<file path="src/rtl/config_frame_loader.sv">
// Configuration frame loader: shifts bitstream words into a bit-line frame,
// then strobes one word line per frame until the whole region is programmed.
module config_frame_loader #(
  parameter int BL_WIDTH = 514,
  parameter int WL_COUNT = 407,
  parameter int DATA_W   = 32,
  parameter int WL_PULSE = 2
) (
  input  logic                i_Clk,
  input  logic                i_Reset,
  input  logic                i_Start,
  input  logic [DATA_W-1:0]   i_Data,
  input  logic                i_Valid,
  output logic                o_Ready,
  output logic [BL_WIDTH-1:0] o_bl,
  output logic [WL_COUNT-1:0] o_wl,
  output logic                o_fabric_resetn,
  output logic                o_busy,
  output logic                o_done
);

  localparam int N  = (BL_WIDTH + DATA_W - 1) / DATA_W;
  localparam int WW = (N > 1) ? $clog2(N) : 1;
  localparam int RW = (WL_COUNT > 1) ? $clog2(WL_COUNT) : 1;
  localparam int PW = (WL_PULSE > 1) ? $clog2(WL_PULSE) : 1;

  typedef enum logic [2:0] {
    IDLE,
    SHIFT,
    PROG,
    GAP,
    DONE
  } state_t;

  state_t              state_q, state_d;
  logic [RW-1:0]       row_q, row_d;
  logic [WW-1:0]       word_q, word_d;
  logic [PW-1:0]       pulse_q, pulse_d;
  logic [BL_WIDTH-1:0] bl_q, bl_d;
  logic [WL_COUNT-1:0] wl_q, wl_d;
  logic                frst_q, frst_d;
  logic                busy_q, busy_d;
  logic                done_q, done_d;

  logic [BL_WIDTH-1:0] word_bits;
  logic [BL_WIDTH-1:0] word_sel;

  // Bits past BL_WIDTH in the last word have no slot here, so they drop out.
  for (genvar b = 0; b < BL_WIDTH; b++) begin : g_map
    assign word_bits[b] = i_Data[b % DATA_W];
    assign word_sel[b]  = (word_q == WW'(b / DATA_W));
  end

  assign o_Ready         = (state_q == SHIFT);
  assign o_bl            = bl_q;
  assign o_wl            = wl_q;
  assign o_fabric_resetn = frst_q;
  assign o_busy          = busy_q;
  assign o_done          = done_q;

  always_comb begin
    state_d = state_q;
    row_d   = row_q;
    word_d  = word_q;
    pulse_d = pulse_q;
    bl_d    = bl_q;
    unique case (state_q)
      IDLE, DONE: begin
        if (i_Start) begin
          state_d = SHIFT;
          row_d   = '0;
          word_d  = '0;
          bl_d    = '0;
        end
      end
      SHIFT: begin
        if (i_Valid) begin
          bl_d = (bl_q & ~word_sel) | (word_bits & word_sel);
          if (word_q == WW'(N - 1)) begin
            state_d = PROG;
            word_d  = '0;
            pulse_d = '0;
          end else begin
            word_d = word_q + WW'(1);
          end
        end
      end
      PROG: begin
        if (pulse_q == PW'(WL_PULSE - 1)) state_d = GAP;
        else pulse_d = pulse_q + PW'(1);
      end
      GAP: begin
        if (row_q == RW'(WL_COUNT - 1)) begin
          state_d = DONE;
        end else begin
          state_d = SHIFT;
          row_d   = row_q + RW'(1);
          word_d  = '0;
        end
      end
      default: state_d = IDLE;
    endcase
    // Registered outputs are decoded from the next state.
    wl_d   = (state_d == PROG) ? (WL_COUNT'(1) << row_d) : '0;
    busy_d = (state_d == SHIFT) || (state_d == PROG) || (state_d == GAP);
    done_d = (state_d == DONE);
    frst_d = (state_d == DONE);
  end

  always_ff @(posedge i_Clk) begin
    if (!i_Reset) begin
      state_q <= IDLE;
      row_q   <= '0;
      word_q  <= '0;
      pulse_q <= '0;
      bl_q    <= '0;
      wl_q    <= '0;
      frst_q  <= 1'b0;
      busy_q  <= 1'b0;
      done_q  <= 1'b0;
    end else begin
      state_q <= state_d;
      row_q   <= row_d;
      word_q  <= word_d;
      pulse_q <= pulse_d;
      bl_q    <= bl_d;
      wl_q    <= wl_d;
      frst_q  <= frst_d;
      busy_q  <= busy_d;
      done_q  <= done_d;
    end
  end

endmodule

</file>
<file path="config.mk">
export PLATFORM = sky130hd
export DESIGN_NAME = config_frame_loader
export DESIGN_NICKNAME = d
export VERILOG_FILES = /design/src/rtl/config_frame_loader.sv
export SDC_FILE = /design/constraint.sdc
export NUM_CORES = 2
export LEC_CHECK = 0
export ABC_AREA = 1
export CORE_AREA = 2 2 369 371
export CTS_BUF_LIST = sky130_fd_sc_hd__clkbuf_8
export CTS_CLUSTER_DIAMETER = 200
export DETAILED_ROUTE_END_ITERATION = 8
export DIE_AREA = 0 0 371 373
export PLACE_DENSITY_LB_ADDON = 0.05
export SETUP_SLACK_MARGIN = 0.2
export SYNTH_ARGS = -nofsm -noshare
export SYNTH_HDL_FRONTEND = slang
export SYNTH_SLANG_ARGS = --single-unit
</file>
<file path="constraint.sdc">
create_clock -name i_Clk -period 5.9 [get_ports i_Clk]
set_clock_uncertainty 0.05 [all_clocks]
set_input_delay 0.885 -clock i_Clk [delete_from_list [all_inputs] [get_ports i_Clk]]
set_output_delay 0.885 -clock i_Clk [all_outputs]
set_load 0.02 [all_outputs]
</file>
==> impl_metrics.tcl <==
set metrics [dict create \
    async_reset_ff_share_pct 0 \
    synth_commonest_cells "961 x nor2_1, 941 x dfxtp_1, 546 x inv_1" \
    maxCapViolations 0 \
    cts_hold_buffers 0 \
    maxSlewViolCount 0 \
    cts_resized 0 \
    grtUsageTotal_pct 22.4 \
    clock-root-buffer "clkbuf_8" \
    synth-simple-area-share_pct 18.1 \
    power_frac_clock_pct 46.9 \
    cts_sinks 941 \
    cp_common_cell "nand2_1" \
    synth.distinct_cells 35 \
    multi_input_area_um2 10000 \
    route.detailed.drc 0 \
    vdd_drop_max_mv 0.193 \
    grt_pass1_vias 27265 \
    placed_area_um2 43200 \
    status "completed" \
    critPathRequiredTime_ps 6550 \
    core_area_um2 135000 \
    power.switching_mw 3.35 \
    critPathLaunchType "register" \
    intPower_mw 9.87 \
    synthMostInstantiatedCell "nor2_1" \
    place.gp.congestion 0.795 \
    synth_largest_area_cell "dfxtp_1" \
    synth_top_area_share_pct 58.4 \
    num_vias 27652 \
    clk_pin_slew_worst_paths_ps 60 \
    placed_cells 6204 \
    die_width_um 371 \
    seq_area_um2 18800 \
    end_kind "register" \
    path_class "reg -> reg" \
    final_antenna_net_count 0 \
    synth_xor_xnor_area_share_pct 0.0543 \
    post-route-period-util_pct 64.4 \
    fin_hold_ws_ps 401 \
    antenna_found_initial 2 \
    synth_compound_area_share_pct 12.5 \
    slew_headroom_pct 24.8 \
    grt_max_degree 150 \
    total_leakage_power_nw 15.7 \
    synthAdderAreaFrac_pct 0.272 \
    muxShareOfSynthArea_pct 0 \
    num_rows 135 \
    drive_gt1_share_pct 7.89 \
    post_synth_main_area_contributors "dfxtp_1 58%, a211oi_1 12%, nor2_1 11%" \
    ys_warn_count 0 \
    rsz0062_at_grt "no" \
    drt_iter0_drc 1649 \
    sw_frac_of_total_pct 25.3 \
    crit_chain "inv_1 > ha_1 > nand2_1 > nor2_2 > nand3_1 > nand2_1 > inv_1 > nand2_1 > o21ai_0 > nand2_4 > clkinv_2 > buf_4 > nor2_1 > nand3_1 > nor2_1" \
    initial_core_util_pct 23.9 \
    drt-wirelength-per-cell_um 24.4 \
    synthCells 3737 \
    period_minus_slack_ps 3800 \
    ys.flop_type "dfxtp_1" \
    synth_nets 3780 \
    grt_overflow 0 \
    pwr-share-seq_pct 48.7 \
    dieArea_um2 138000 \
    synth_seq_cells 941 \
    critPathMaxFanout 70 \
    cp_data_arrival_time_ps 4450 \
    syn_to_final_growth_pct 44.6 \
    finish.utilization_pct 34.6 \
    portBuffers 960 \
    cp_slowest_cell "buf_4" \
    synth_top_family_by_area "simple AND/OR/NAND/NOR gates" \
    power.share.combinational_pct 4.5 \
    tns_ps 0 \
    die_y_um 373 \
    numCtsBuffers 175 \
    nNetsFinal 4643 \
    power_density_nw_per_um2 284 \
    cts_tree "yes" \
    fill_cells 13910 \
    max_freq_ghz 0.263 \
    setup_viol 0 \
    vias_per_cell 4.25 \
    netlist_area_um2 32200 \
    fin_ws_ps 2100 \
    critPathMaxStageDelay_ps 760 \
    insertion_delay_ps 870 \
    htreeDepth 4 \
    finalPower_mw 13.2 \
    wl_um 159000 \
    clock_path_buffers 3 \
    synth_edf_count 0 \
    dp_slack_ps 1580 \
    ios 961 \
    final_cell_area_um2 46600 \
    firstDrtPassIters 5 \
    final_cells 6501 \
    grt_pass1_wl_um 222000 \
    dpl.hpwl_um 110000 \
    hp-class "reg -> reg" \
    post-cts-setup-buffers 0 \
    finalHoldViolCount 0 \
    worstMarginPinSlew_ps 1120 \
    yosysSeqAreaShare_pct 58.4 \
    syn_area_per_cell_um2 8.63 \
]
cell families after synthesis:
family	count (synthesis)
flip-flops	941
adder cells (fa/ha/maj)	7
AND/OR/NAND/NOR	1364
buffers and inverters	884
XOR/XNOR	2
AO/OA/AOI/OAI	539
path summary, 6_finish.rpt:
path,start,cells past startpoint,end,slack (ps)
setup / recovery,row_q[0]$_SDFF_PN0_,15,o_wl[25]$_SDFF_PP0_,2100
hold / removal,o_bl[203]$_SDFFE_PN0P_,2,o_bl[203]$_SDFFE_PN0P_,400
setup reg to reg,row_q[0]$_SDFF_PN0_,15,o_wl[25]$_SDFF_PP0_,2100
hold reg to reg,o_bl[203]$_SDFFE_PN0P_,2,o_bl[203]$_SDFFE_PN0P_,400
power groups by stage:
stage	Combinational [mW]	Sequential (mW)	Clock, mW
global placement	0.605	6.57	0
floorplan	0.247	6.62	0
CTS	0.605	6.43	6.42
global route	0.629	6.44	6.70
detailed placement	0.603	6.57	0
finish	0.588	6.44	6.19
cell type report:
type                       count  area share [%]
antenna                        3          0.0161
clock buffer                 215            6.35
clock inverter                79           0.843
inverter                     554            4.47
multi-input combinational   1912            21.5
sequential                   941            40.4
tap                         1781            4.78
timing repair buffer        1016            21.6
cell usage in the layout, fill, tap and decap left out, drive strengths merged, types with 2 or more instances in the layout:
| master | n |
|---|---|
| nand2 | 110 |
| clkbuf | 215 |
| nand4 | 106 |
| buf | 61 |
| o21ai | 7 |
| inv | 617 |
| ha | 7 |
| clkinvlp | 2 |
| dfxtp | 941 |
| a21oi | 11 |
| nor3 | 11 |
| a211oi | 517 |
| nor2 | 990 |
| clkdlybuf4s50 | 955 |
| nand3 | 147 |
| clkinv | 13 |
| diode | 3 |
state kept, by name, summed over array words and instances (netlist names):
signal   cells
state_q      3
word_q       5
o_busy       1
o_done       1
o_bl       514
row_q        9
o_wl       407
pulse_q      1
worst max-delay path: cells and delay by family (launching register included):
kind | cells | cell delay (ps)
adder cells (fa/ha/maj) | 1 | 210
AO/OA/AOI/OAI | 1 | 310
AND/OR/NAND/NOR | 9 | 1280
buffers and inverters | 4 | 1330
flip-flops | 1 | 420
metal layers:
metal	vias up	share of wire, %	global-route usage (%)
li1	13779	-	-
met3	192	10	10.7
met5	-	0	0
met4	0	2.0	5.24
met1	12804	39	24.6
met2	877	49	38.7
No activity file was read; power rests on OpenSTA's default activity.
